File: config.mk
export PLATFORM = sky130hd
export DESIGN_NAME = pin_entry_collector
export DESIGN_NICKNAME = d
export VERILOG_FILES = /design/src/rtl/pin_entry_pkg.sv /design/src/rtl/key_debouncer.sv /design/src/rtl/pin_entry_collector.sv
export SDC_FILE = /design/constraint.sdc
export NUM_CORES = 1
export LEC_CHECK = 0
export BUFFER_PORTS_ARGS = -buffer_cell sky130_fd_sc_hd__buf_2
export CAP_MARGIN = 20
export CORE_ASPECT_RATIO = 1.1
export CORE_MARGIN = 4
export CORE_UTILIZATION = 61
export CTS_BUF_LIST = sky130_fd_sc_hd__clkbuf_8
export DETAILED_ROUTE_END_ITERATION = 12
export PLACE_DENSITY = 0.77
export SLEW_MARGIN = 5
export SYNTH_ARGS = -nofsm -noshare
export SYNTH_HDL_FRONTEND = slang
export SYNTH_HIERARCHICAL = 1
export SYNTH_SLANG_ARGS = --single-unit
export TNS_END_PERCENT = 5
File: constraint.sdc
create_clock -name clk -period 3.29 [get_ports clk]
set_clock_uncertainty 0.2 [all_clocks]
set_input_delay 0.8225 -clock clk [delete_from_list [all_inputs] [get_ports clk]]
set_output_delay 0.8225 -clock clk [all_outputs]
set_load 0.02 [all_outputs]
File: src/rtl/pin_entry_pkg.sv
// Shared constants and FSM state type for the PIN entry collector.
package pin_entry_pkg;

  localparam logic [3:0]  KEY_CLEAR  = 4'hA;
  localparam logic [3:0]  KEY_ENTER  = 4'hB;
  localparam int unsigned MAX_DIGITS = 3;
  localparam int unsigned PIN_MAX    = 511;

  typedef enum logic [1:0] {
    ST_IDLE,
    ST_COLLECT,
    ST_SUBMIT
  } state_t;

endpackage

File: src/rtl/key_debouncer.sv
// Keypad debouncer: one key_press pulse per stable press, re-armed only after a stable release.
module key_debouncer #(
  parameter int unsigned DEBOUNCE_CYCLES = 4
) (
  input  logic       clk,
  input  logic       rst,
  input  logic       key_valid,
  input  logic [3:0] key_code,
  output logic       key_press,
  output logic [3:0] key
);

  localparam int unsigned CW = $clog2(DEBOUNCE_CYCLES + 1);
  localparam logic [CW-1:0] LAST = CW'(DEBOUNCE_CYCLES - 1);

  logic [CW-1:0] cnt;
  logic [3:0]    last_code;
  logic          armed;

  always_ff @(posedge clk) begin
    if (rst) begin
      cnt       <= '0;
      last_code <= '0;
      armed     <= 1'b1;
      key_press <= 1'b0;
      key       <= '0;
    end else begin
      key_press <= 1'b0;
      if (armed) begin
        if (!key_valid) begin
          cnt <= '0;
        end else if (cnt != '0 && key_code == last_code) begin
          if (cnt == LAST) begin
            key_press <= 1'b1;
            key       <= key_code;
            armed     <= 1'b0;
            cnt       <= '0;
          end else begin
            cnt <= cnt + 1'b1;
          end
        end else begin
          // First sample of a (possibly new) code counts as one stable sample.
          last_code <= key_code;
          if (LAST == '0) begin
            key_press <= 1'b1;
            key       <= key_code;
            armed     <= 1'b0;
            cnt       <= '0;
          end else begin
            cnt <= CW'(1);
          end
        end
      end else begin
        if (key_valid) begin
          cnt <= '0;
        end else if (cnt == LAST) begin
          armed <= 1'b1;
          cnt   <= '0;
        end else begin
          cnt <= cnt + 1'b1;
        end
      end
    end
  end

endmodule

File: src/rtl/pin_entry_collector.sv
// Collects up to three debounced decimal digits and submits them as a 9-bit PIN.
module pin_entry_collector
  import pin_entry_pkg::*;
#(
  parameter int unsigned DEBOUNCE_CYCLES = 4,
  parameter int unsigned TIMEOUT_CYCLES  = 1000
) (
  input  logic       clk,
  input  logic       rst,
  input  logic       enable,
  input  logic       key_valid,
  input  logic [3:0] key_code,
  output logic [8:0] pin_code,
  output logic       pin_valid,
  output logic       pin_overrange,
  output logic [1:0] digit_count,
  output logic       entry_timeout,
  output logic       busy
);

  localparam int unsigned TW = $clog2(TIMEOUT_CYCLES + 1);

  logic       key_press;
  logic [3:0] key;

  key_debouncer #(.DEBOUNCE_CYCLES(DEBOUNCE_CYCLES)) u_deb (
    .clk       (clk),
    .rst       (rst),
    .key_valid (key_valid),
    .key_code  (key_code),
    .key_press (key_press),
    .key       (key)
  );

  state_t        state, state_n;
  logic [9:0]    acc, acc_n;
  logic [1:0]    dc_n;
  logic [TW-1:0] tcnt, tcnt_n;
  logic          do_submit, do_timeout;

  always_ff @(posedge clk) begin
    if (rst) begin
      state         <= ST_IDLE;
      acc           <= '0;
      digit_count   <= '0;
      tcnt          <= '0;
      pin_code      <= '0;
      pin_valid     <= 1'b0;
      pin_overrange <= 1'b0;
      entry_timeout <= 1'b0;
      busy          <= 1'b0;
    end else begin
      state         <= state_n;
      acc           <= acc_n;
      digit_count   <= dc_n;
      tcnt          <= tcnt_n;
      pin_valid     <= do_submit;
      entry_timeout <= do_timeout;
      busy          <= (state_n != ST_IDLE);
      if (do_submit) begin
        pin_code      <= (acc > 10'(PIN_MAX)) ? 9'(PIN_MAX) : acc[8:0];
        pin_overrange <= (acc > 10'(PIN_MAX));
      end
    end
  end

  always_comb begin
    state_n    = state;
    acc_n      = acc;
    dc_n       = digit_count;
    tcnt_n     = tcnt;
    do_submit  = 1'b0;
    do_timeout = 1'b0;
    if (!enable) begin
      state_n = ST_IDLE;
      acc_n   = '0;
      dc_n    = '0;
      tcnt_n  = '0;
    end else begin
      unique case (state)
        ST_IDLE: begin
          state_n = ST_COLLECT;
          acc_n   = '0;
          dc_n    = '0;
          tcnt_n  = '0;
        end
        ST_COLLECT: begin
          if (key_press) begin
            tcnt_n = '0;
            if (key <= 4'd9) begin
              if (digit_count < 2'(MAX_DIGITS)) begin
                acc_n = acc * 10'd10 + {6'd0, key};
                dc_n  = digit_count + 2'd1;
              end
            end else if (key == KEY_CLEAR) begin
              acc_n = '0;
              dc_n  = '0;
            end else if (key == KEY_ENTER && digit_count != '0) begin
              state_n   = ST_SUBMIT;
              do_submit = 1'b1;
            end
          end else if (digit_count != '0) begin
            if (tcnt == TW'(TIMEOUT_CYCLES - 1)) begin
              do_timeout = 1'b1;
              acc_n      = '0;
              dc_n       = '0;
              tcnt_n     = '0;
            end else begin
              tcnt_n = tcnt + 1'b1;
            end
          end
        end
        ST_SUBMIT: begin
          state_n = ST_COLLECT;
          acc_n   = '0;
          dc_n    = '0;
          tcnt_n  = '0;
        end
        default: state_n = ST_IDLE;
      endcase
    end
  end

endmodule

==> results of run 1 <==
-- state kept, by name (all words and copies together) (netlist names) --
name and cells:
u_deb/armed 1, acc 10, u_deb/key 4, entry_timeout 1, busy 1, digit_count 2, pin_valid 1, pin_overrange 1
u_deb/last_code 4, u_deb/key_press 1, state 2, pin_code 9, u_deb/cnt 3, tcnt 10
-- worst paths after layout --
kind,to,slack [ns],depth (start not counted)
worst max-delay path,acc[9],0.46,8
worst min-delay path,u_deb/last_code[1],0.27,2
worst max register to register,acc[9],0.46,8
worst min register to register,u_deb/last_code[1],0.27,2
-- through the flow --
| step | hold slack, ns | instances | worst slack (ns) | total power (W) |
|---|---|---|---|---|
| global placement | 0.255 | 358 | 0.657 | 0.000686 |
| floorplan | 0.249 | 292 | 0.719 | 0.000671 |
| finish | 0.271 | 366 | 0.462 | 0.00109 |
| global route | 0.296 | 366 | 0.325 | 0.00113 |
| CTS | 0.274 | 366 | 0.458 | 0.00110 |
| detailed placement | 0.261 | 358 | 0.516 | 0.000687 |
-- area by class of cell --
type / count / area, µm²
tap: 52 / 65.1
fill: 324 / 1190
timing repair buffer: 23 / 118
clock buffer: 5 / 68.8
sequential: 50 / 1000
inverter: 10 / 37.5
multi-input combinational: 223 / 1540
clock inverter: 3 / 37.5
-- worst max-delay path, delay by kind of cell (launching register included) --
family | cells | cell delay (ns)
and+or+nand+nor | 1 | 0.26
AOI/OAI and AO/OA | 2 | 0.37
adders and majority gates | 3 | 0.93
xor gates and xnor gates | 2 | 0.59
DFF | 1 | 0.43
-- cell usage in the layout, fill, tap and decap left out, drive strengths merged, types with 10 or more instances in the layout --
cell / n
dfxtp: 50
nor2: 47
buf: 23
ha: 19
a21oi: 17
nand2: 17
o21ai: 14
inv: 12
xnor2: 12
a211oi: 10
-- cells by family after synthesis --
kind of cell	count (synthesis)	share of synthesized area, %
buf+inv	19	3.20
fa+ha+maj	21	10.6
compound gates	65	16.8
flops	50	38.2
mux	2	0.764
simple gates	113	22.3
xor+xnor	22	8.17
-- power by group --
group | leakage, nW | switching (W) | internal, W
clock | 0.0607 | 0.000199 | 0.000222
combinational | 0.678 | 0.0000386 | 0.0000193
sequential | 0.404 | 0.00000450 | 0.000610
total | 1.14 | 0.000242 | 0.000851
-- routing by layer --
metal	global-route usage, %	wire [µm]	part of all wire, %	up-vias
met4	7.09	71	1.4	0
met5	0	0	0	-
met1	27.5	2350	45	980
li1	-	-	-	1075
met3	4.84	293	5.6	8
met2	32.7	2530	48	61
==> results.md, run 1 <==
- Outcome: finished, final reports clean
- CP cell instances: ha_1 > ha_1 > fa_1 > xor2_1 > o2111ai_1 > nor3b_2 > xnor3_1 > o21ai_1
- R2r startpoint: acc[1]
- Startpoint of the tightest hold check path: u_deb/last_code[1]
- Drt total wl: 5250 µm
- Post-Syn Nets: 321
- Via count of the first global-routing pass: 2010
- Setup Fix Bufs, Post-CTS: 0
- Average cell area after synthesis: 8.97 µm²
- Period minus WS final: 2.83 ns
- Endpoints failing hold: 0
- Critical path launch point type: register
- Core footprint: 4050 µm²
- Fin. max-slew vios: 0
- Buffer depth of the longest clock path: 2
- # Max-Cap Violations: 0
- Site row count: 24
- RSZ-0062 raised after global routing: false
- Horiz. Die Dim: 70.5 µm
- Async S/R FF share, synth: 0%
- Overall Global Routing Usage: 20.7%
- Number of setup violations in the final report: 0
- Largest area contributor in the synthesized netlist: dfxtp_1
- Level count of the clock H-tree: 2
- Layout-stage area growth over the synthesis result: 9.51%
- DRC marker count from the first detailed-route iteration: 116
- Crit. End Element: register
- Cell types with the largest area share after synthesis: dfxtp_1, ha_1, nor2_1, xnor2_1, a21oi_1
- CP dominant cell by count: ha_1
- Ratio of cells with drive above 1 in the final layout: 14.0%
- Number of antenna violations at the first check in global routing: 0
- Ratio of total power to cell area: 381 nW/µm²
- CTS Root Cell: clkbuf_8
- Grt total ovfl: 0
- Count of nets after finishing: 342
- Worst-path fanout max: 5
- Insertion delay of the later-clocked pin in the worst-skew pair: 0.30 ns
- Worst Max-Slew Pin Slew: 0.677 ns
- Distinct cells, synth: 46
- CTS sink cnt: 50
- Number of inserted diodes: 0
- Overall die height: 76.7 µm
- Post-route DRC: 0
- Peak VDD IR: 0.000188 V
- Post-CTS Hold Buffers: 0
- Final core utilization: 70.7%
- Most frequently used cell type in the post-synthesis netlist: dfxtp_1
- Setup TNS Final: 0 ns
- Initial cell density of the core: 64.6%
- Post-synthesis register bit count: 50
- Crit path required time: 3.33 ns
- Share of the synthesized area in the top cell type: 38.2%
- Stage delay of the slowest cell on the critical path: 0.43 ns
- Sequential element share of the synthesized area: 38.2%
- First-pass GRT wire length: 9150 µm
- Arrival time at the worst endpoint: 2.87 ns
- CP max-delay cell: dfxtp_1
- Number of iterations in the first detailed-routing pass: 4
- Startpoint-to-endpoint class of the critical path: register to register
- Clock-pin slew on the worst setup and hold paths: 0.09 ns
- Area of the mapped netlist: 2620 µm²
- Flip-flop cell with the highest count after synthesis: dfxtp_1
- Vias per cell: 5.80
- Number of buffers added by the clock tree synthesis step: 5
- Setup crit start: acc[1]
- Instance count of the mapped netlist: 292
- Share of the clock period used by the worst path after layout: 86.0%
- Tightest Hold Check Type: register to register
- Pin count of the biggest net entering global routing: 28
- Input/output buffers: 22
- Number of gates given a new drive strength after cts: 0
- Top achievable clock speed: 354 MHz
- Via count: 2124
- Number of warnings reported in the yosys synthesis log: 6
- Final std cell area, no fill: 2870 µm²
- Worst slew margin relative to its limit: 54.9%
- Gp weighted congestion: 0.839
- Number of enable-type register cells in the synthesized netlist: 0
- TritonCTS clock tree: yes
- Num ports: 23
- Remaining antenna violation count: 0
- Detailed placement HPWL: 3820 µm
- Cell area after placement: 2760 µm²
- Average wire length per cell after detail routing: 14.3 µm
- Top cell types by occurrence after synthesis: dfxtp_1, nor2_1, ha_1
- DIE AREA: 5410 µm²
- Leakage power figure: 1.14 nW
(Power assumes the default switching activity.)
==> inputs of run 2 (changes only) <==
==> constraint.sdc (replaced) <==
create_clock -name clk -period 3.29 [get_ports clk]
set_clock_uncertainty 0.2 [all_clocks]
set_input_delay 0.4935 -clock clk [delete_from_list [all_inputs] [get_ports clk]]
set_output_delay 0.4935 -clock clk [all_outputs]
set_load 0.02 [all_outputs]
==> run 2 against run 1 <==
Maximum frequency is 1.3% higher. Clock-buffer cell count increased by 1. Register-to-register slack better by 0.04 ns. Sequential share of layout area decreased by 0.076 points.
==> results.md, run 2 (synthesis gave the netlist of run 1 again) <==
- Outcome: finished, final reports clean (unchanged)
- Crit path required time: 3.33 ns (about the same)
- Ratio of total power to cell area: 386 nW/µm² (was 381 nW/µm²)
- Share of the clock period used by the worst path after layout: 84.9% (was 86.0%)
- Worst setup path end: acc[9] (unchanged)
- Worst Max-Slew Pin Slew: 0.685 ns (was 0.677 ns)
- Post-CTS Hold Buffers: 0 (unchanged)
- Endpoints failing hold: 0 (unchanged)
- Regs by FF count: acc: 10 flops, tcnt: 10 flops, pin_code: 9 flops (unchanged)
- Arrival time at the worst endpoint: 2.83 ns (was 2.87 ns)
- Tightest Hold Check Type: primary input to register (was register to register)
- Grt total ovfl: 0 (unchanged)
- Number of inserted diodes: 0 (unchanged)
- Drt total wl: 5130 µm (was 5250 µm)
- Worst-path fanout max: 5 (unchanged)
- Peak VDD IR: 0.000243 V (was 0.000188 V)
- Leakage power figure: 1.14 nW (about the same)
- First-pass GRT wire length: 9230 µm (was 9150 µm)
- Worst slew margin relative to its limit: 54.4% (was 54.9%)
- Pin count of the biggest net entering global routing: 28 (unchanged)
- Reg2Reg Depth: 8 (unchanged)
- Cell area after placement: 2760 µm² (unchanged)
- FILL cells: 333 (was 324)
- Post-route DRC: 0 (unchanged)
- Average wire length per cell after detail routing: 14.1 µm (was 14.3 µm)
- Critical path launch point type: register (unchanged)
- Setup crit start: acc[1] (unchanged)
- Vias per cell: 5.81 (was 5.80)
- Num ports: 23 (unchanged)
- Via count: 2120 (was 2124)
- Slack of the worst reg-to-reg path: 0.50 ns (was 0.46 ns)
- Initial cell density of the core: 64.6% (unchanged)
- Final setup margin: 0.498 ns (was 0.462 ns)
- Overall Global Routing Usage: 20.7% (about the same)
- Via count of the first global-routing pass: 2061 (was 2010)
- Fin. max-slew vios: 0 (unchanged)
- Minimum setup slack after placement: 0.560 ns (was 0.516 ns)
- Gp weighted congestion: 0.845 (was 0.839)
- TritonCTS clock tree: yes (unchanged)
- Number of antenna violations at the first check in global routing: 0 (unchanged)
- Worst reg2reg path endpoint: acc[9] (unchanged)
- Layout-stage area growth over the synthesis result: 9.75% (was 9.51%)
- Horiz. Die Dim: 70.5 µm (unchanged)
- Final std cell area, no fill: 2870 µm² (about the same)
- Number of buffers added by the clock tree synthesis step: 5 (unchanged)
- Clock-pin slew on the worst setup and hold paths: 0.09 ns (about the same)
- Setup Fix Bufs, Post-CTS: 0 (unchanged)
- DRC marker count from the first detailed-route iteration: 178 (was 116)
- Number of iterations in the first detailed-routing pass: 4 (unchanged)
- Post-Layout Cell Count: 365 (was 366)
- Most frequent cells in the layout: dfxtp_1, nor2_1, buf_2 (unchanged)
- Overall die height: 76.7 µm (unchanged)
- CTS Root Cell: clkbuf_8 (unchanged)
- Post-layout power: 0.00111 W (was 0.00109 W)
- Insertion delay of the later-clocked pin in the worst-skew pair: 0.30 ns (about the same)
- RSZ-0062 raised after global routing: false (unchanged)
- DIE AREA: 5410 µm² (unchanged)
- Number of gates given a new drive strength after cts: 0 (unchanged)
- # Max-Cap Violations: 0 (unchanged)
- Setup TNS Final: 0 ns (unchanged)
- Number of setup violations in the final report: 0 (unchanged)
- Input/output buffers: 22 (unchanged)
- Remaining antenna violation count: 0 (unchanged)
- Count of nets after finishing: 342 (unchanged)
- Period minus WS final: 2.79 ns (was 2.83 ns)
- Core footprint: 4050 µm² (unchanged)
- Top achievable clock speed: 358 MHz (was 354 MHz)
- Crit. End Element: register (unchanged)
- Site row count: 24 (unchanged)
- R2r startpoint: acc[1] (unchanged)
- Level count of the clock H-tree: 2 (unchanged)
- Instance count after placement with tap cells included: 358 (unchanged)
- Buffer depth of the longest clock path: 2 (unchanged)
- CTS sink cnt: 50 (unchanged)
- Startpoint-to-endpoint class of the critical path: register to register (unchanged)
- Detailed placement HPWL: 3730 µm (was 3820 µm)
- Most common cell after layout, fill and taps aside: dfxtp_1 (unchanged)
- Ratio of cells with drive above 1 in the final layout: 14.4% (was 14.0%)
-- run 2: final cells by class --
cell class                 count  area (µm²)  share of cell area (%)
multi-input combinational    223        1540                    53.6
sequential                    50        1000                    34.8
timing repair buffer          23         118                    4.09
clock buffer                   6        82.6                    2.87
tap                           52        65.1                    2.26
inverter                      10        37.5                    1.31
clock inverter                 1        30.0                    1.04
-- run 2: layer usage --
metal	GRT usage, %	vias to the layer above	part of all wire, %
met5	0	-	0
met4	7.85	0	1.6
met3	3.27	8	4.5
met2	34.4	39	48
met1	26.8	998	46
li1	-	1075	-
-- run 2: worst min-delay path by stage --
stage	start	cells past startpoint	end
2_1_floorplan	u_deb/last_code[1]	2	u_deb/last_code[1]
3_3_place_gp	u_deb/last_code[2]	2	u_deb/last_code[2]
5_1_grt	key_code[1]	3	u_deb/last_code[1]
4_1_cts	key_code[3]	3	u_deb/last_code[3]
3_5_place_dp	u_deb/last_code[1]	2	u_deb/last_code[1]
6_report	key_code[2]	3	u_deb/last_code[2]
-- run 2: metrics by stage --
| step | utilization [%] | hold slack (ns) |
|---|---|---|
| floorplan | - | 0.249 |
| global placement | 68.1 | 0.255 |
| detailed placement | 68.1 | 0.263 |
| CTS | 70.9 | 0.248 |
| global route | 70.9 | 0.260 |
| finish | 70.9 | 0.260 |
-- run 2: power breakdown --
group          leakage (nW)  internal [W]  total (W)  switching, W
clock network        0.0573      0.000243   0.000436      0.000193
logic                 0.678     0.0000194  0.0000583     0.0000390
registers             0.404      0.000610   0.000614    0.00000445
-- run 2: worst max-delay path, cell delays in order (launching register included) --
cell,delay (ns)
dfxtp_1,0.43
ha_1,0.27
ha_1,0.24
fa_1,0.41
xor2_1,0.27
o2111ai_1,0.24
nor3b_2,0.25
xnor3_1,0.32
o21ai_1,0.11
==> inputs of run 3 (changes only) <==
ABC_AREA = 1   (was unset)
CORE_UTILIZATION = 56   (was 61)
PLACE_DENSITY = 0.74   (was 0.77)
clock period = 2.3 ns   (was 3.29 ns; I/O delays follow)
==> run 3 against run 2 <==
Total power is 44% higher. Sequential power is 43% higher. Critical path depth is 5 higher. Worst setup slack worse by 0.49 ns. Flip-flop and latch count stayed put. Largest cell class unchanged. Hold slack worse by 0.15 ns.
==> results.md, run 3 <==
- Worst-path fanout max: 3 (was 5)
- CP dominant cell by count: nor2_1 (was ha_1)
- Period minus WS final: 2.29 ns (was 2.79 ns)
- Startpoint-to-endpoint class of the critical path: register to register (unchanged)
- Post-route DRC: 0 (unchanged)
- Share of the synthesized area in the top cell type: 34.9% (was 38.2%)
- Average wire length per cell after detail routing: 11.7 µm (was 14.1 µm)
- Leakage power figure: 1.48 nW (was 1.14 nW)
- Sequential cell area in the final layout: 1010 µm² (was 1000 µm²)
- Average cell area after synthesis: 6.98 µm² (was 8.97 µm²)
- Endpoints failing hold: 0 (unchanged)
- Outcome: finished, final reports clean (unchanged)
- Most frequently used cell type in the post-synthesis netlist: nand2_1 (was dfxtp_1)
- Number of setup violations in the final report: 0 (unchanged)
- RSZ-0062 raised after global routing: true (was false)
- First-pass GRT wire length: 10700 µm (was 9230 µm)
- Most frequent cells in the layout: nand2_1, inv_1, dfxtp_1 (was dfxtp_1, nor2_1, buf_2)
- Post-Syn Nets: 440 (was 321)
- Number of iterations in the first detailed-routing pass: 6 (was 4)
- Fraction of power spent switching nets: 23.3% (was 21.3%)
- Number of antenna violations at the first check in global routing: 0 (unchanged)
- Count of nets after finishing: 476 (was 342)
- Number of enable-type register cells in the synthesized netlist: 0 (unchanged)
- FILL cells: 445 (was 333)
- Post-Layout Cell Count: 506 (was 365)
- Ratio of cells with drive above 1 in the final layout: 19.9% (was 14.4%)
- Power share of the sequential group: 55.1% (was 55.4%)
- Overall Global Routing Usage: 20.1% (was 20.7%)
- Post-synthesis register bit count: 50 (unchanged)
- Grt total ovfl: 0 (unchanged)
- CP max-delay cell: fa_2 (was dfxtp_1)
- Instance count after placement with tap cells included: 498 (was 358)
- Number of inserted diodes: 0 (unchanged)
- Top cell types by occurrence after synthesis: nand2_1, inv_1, dfxtp_1 (was dfxtp_1, nor2_1, ha_1)
- CTS Root Cell: clkbuf_8 (unchanged)
- Crit path required time: 2.35 ns (was 3.33 ns)
- Tightest Hold Check Type: primary input to register (unchanged)
- Distinct cells, synth: 37 (was 46)
- Worst Max-Slew Pin Slew: 0.498 ns (was 0.685 ns)
- Vias per cell: 5.17 (was 5.81)
- # Max-Cap Violations: 0 (unchanged)
- CTS sink cnt: 50 (unchanged)
- Largest area contributor in the synthesized netlist: dfxtp_1 (unchanged)
- Ratio of total power to cell area: 481 nW/µm² (was 386 nW/µm²)
- Final setup margin: 0.00684 ns (was 0.498 ns)
- Clk network pwr share: 39.3% (about the same)
- Regs by FF count: acc: 10 flops, tcnt: 10 flops, pin_code: 9 flops (unchanged)
- Site row count: 27 (was 24)
- Total internal power: 0.00122 W (was 0.000873 W)
- TritonCTS clock tree: yes (unchanged)
- Detailed placement HPWL: 4490 µm (was 3730 µm)
- Core footprint: 5000 µm² (was 4050 µm²)
- Critical path launch point type: register (unchanged)
- Stage delay of the slowest cell on the critical path: 0.56 ns (was 0.43 ns)
- Via count: 2618 (was 2120)
- Num ports: 23 (unchanged)
- Initial cell density of the core: 57.4% (was 64.6%)
- Number of buffers added by the clock tree synthesis step: 5 (unchanged)
- Arrival time at the worst endpoint: 2.34 ns (was 2.83 ns)
- Total area of multi-input combinational cells: 1670 µm² (was 1540 µm²)
- Insertion delay of the later-clocked pin in the worst-skew pair: 0.31 ns (was 0.30 ns)
- Top achievable clock speed: 436 MHz (was 358 MHz)
- Crit. End Element: register (unchanged)
- Gp weighted congestion: 0.863 (was 0.845)
- Post-layout power: 0.00159 W (was 0.00111 W)
- Worst slew margin relative to its limit: 66.7% (was 54.4%)
- Final core utilization: 66.2% (was 70.9%)
- Drt total wl: 5920 µm (was 5130 µm)
- Horiz. Die Dim: 76.2 µm (was 70.5 µm)
- Area of the mapped netlist: 2870 µm² (was 2620 µm²)
- Share of the clock period used by the worst path after layout: 99.7% (was 84.9%)
- Power spent charging and discharging nets: 0.000371 W (was 0.000236 W)
- DRC marker count from the first detailed-route iteration: 104 (was 178)
- CP cell instances: ha_4 > ha_4 > fa_2 > nand2_2 > inv_2 > nand4_1 > o21ai_2 > nand3_1 > nand2_1 > nand2_1 > nor2_1 > nor2_1 > nor2_1 (was ha_1 > ha_1 > fa_1 > xor2_1 > o2111ai_1 > nor3b_2 > xnor3_1 > o21ai_1)
- Flip-flop cell with the highest count after synthesis: dfxtp_1 (unchanged)
- Post-CTS Hold Buffers: 0 (unchanged)
- Cell types with the largest area share after synthesis: dfxtp_1, nand2_1, ha_1, inv_1, nor2_1 (was dfxtp_1, ha_1, nor2_1, xnor2_1, a21oi_1)
- Sequential element share of the synthesized area: 34.9% (was 38.2%)
- Remaining antenna violation count: 0 (unchanged)
- Peak VDD IR: 0.000351 V (was 0.000243 V)
- Instance count of the mapped netlist: 411 (was 292)
- Async S/R FF share, synth: 0% (unchanged)
- Overall die height: 83.1 µm (was 76.7 µm)
- Relative contribution of combinational cells to total power: 5.7% (was 5.3%)
- Most common cell after layout, fill and taps aside: nand2_1 (was dfxtp_1)
- Layout-stage area growth over the synthesis result: 15.4% (was 9.75%)
- DIE AREA: 6330 µm² (was 5410 µm²)
- Level count of the clock H-tree: 2 (unchanged)
- Pin count of the biggest net entering global routing: 21 (was 28)
- Final std cell area, no fill: 3310 µm² (was 2870 µm²)
- Input/output buffers: 22 (unchanged)
- Via count of the first global-routing pass: 2514 (was 2061)
- Number of warnings reported in the yosys synthesis log: 6 (unchanged)
- Clock-pin slew on the worst setup and hold paths: 0.10 ns (was 0.09 ns)
- Cell area after placement: 3140 µm² (was 2760 µm²)
- Fin. max-slew vios: 0 (unchanged)
- Setup Fix Bufs, Post-CTS: 0 (unchanged)
- Buffer depth of the longest clock path: 2 (unchanged)
- Minimum setup slack after placement: -0.0365 ns (was 0.560 ns)
## run 3: cell count changes after synthesis, moves of 8 or more
cell      before  now
inv_1         10   56
nor2b_1        9    0
o21ai_1        3   18
a21oi_1       17   25
nand3_1        5   30
a211oi_1      10    2
nand2_1       16   99
## run 3: logic make-up (layout without fill, tap and decap cells)
family / after synthesis / in the layout / synth area share, %
fa+ha+maj: 21 / 21 / 9.69
simple gates: 211 / 211 / 34.1
buf+inv: 67 / 104 / 9.16
flops: 50 / 50 / 34.9
xor+xnor: 6 / 6 / 1.83
compound gates: 56 / 56 / 10.3
## run 3: stage by stage
stage,hold slack (ns),TNS [ns]
finish,0.106,0
global route,0.121,-0.299
CTS,0.104,0
detailed placement,0.246,-0.0452
global placement,0.241,0
floorplan,0.248,0
## run 3: power groups by stage
| stage | Combinational (W) | Sequential [W] | Clock (W) |
|---|---|---|---|
| after CTS | 0.0000910 | 0.000878 | 0.000642 |
| after global routing | 0.000104 | 0.000880 | 0.000684 |
| after global placement | 0.0000892 | 0.000899 | 0 |
| final | 0.0000903 | 0.000878 | 0.000625 |
| after detailed placement | 0.0000905 | 0.000899 | 0 |
| after floorplan | 0.0000649 | 0.000899 | 0 |
## run 3: what timing repair did
| action | 4_1_cts | 5_1_grt |
|---|---|---|
| pin swaps | 2 | 8 |
| setup endpoints to repair | 3 | 5 |
| resized for setup | 4 | 12 |
| hold endpoints to repair | 0 | 0 |
## run 3: routing by layer
layer / track usage (%) / share of wire (%) / vias to the layer above
li1: - / - / 1389
met1: 25.2 / 48 / 1160
met2: 33.4 / 46 / 50
met3: 4.45 / 3.9 / 19
met4: 7.58 / 2.2 / 0
met5: 0 / 0 / -
## run 3: worst paths after layout
path	start	to	slack (ns)	cells after the start
setup / recovery	acc[3]	acc[8]	0.007	13
hold / removal	key_code[3]	u_deb/key[3]	0.11	3
setup reg to reg	acc[3]	acc[8]	0.007	13
hold reg to reg	pin_code[0]	pin_code[0]	0.26	2
## run 3: area by class of cell
| class | count | share of cell area (%) |
|---|---|---|
| clock buffers | 5 | 2.08 |
| clock inverters | 3 | 1.36 |
| inverters | 61 | 7.14 |
| repair buffers | 35 | 6.27 |
| well taps | 58 | 2.19 |
| flip-flops and latches | 50 | 30.4 |
| multi-input cells | 294 | 50.5 |
## run 3: critical path, delay by kind of cell (launching register included)
kind,cells,cell delay (ns)
DFF,1,0.37
buffers and inverters,1,0.05
AOI/OAI and AO/OA,1,0.11
adders and majority gates,3,0.94
and+or+nand+nor,8,0.56
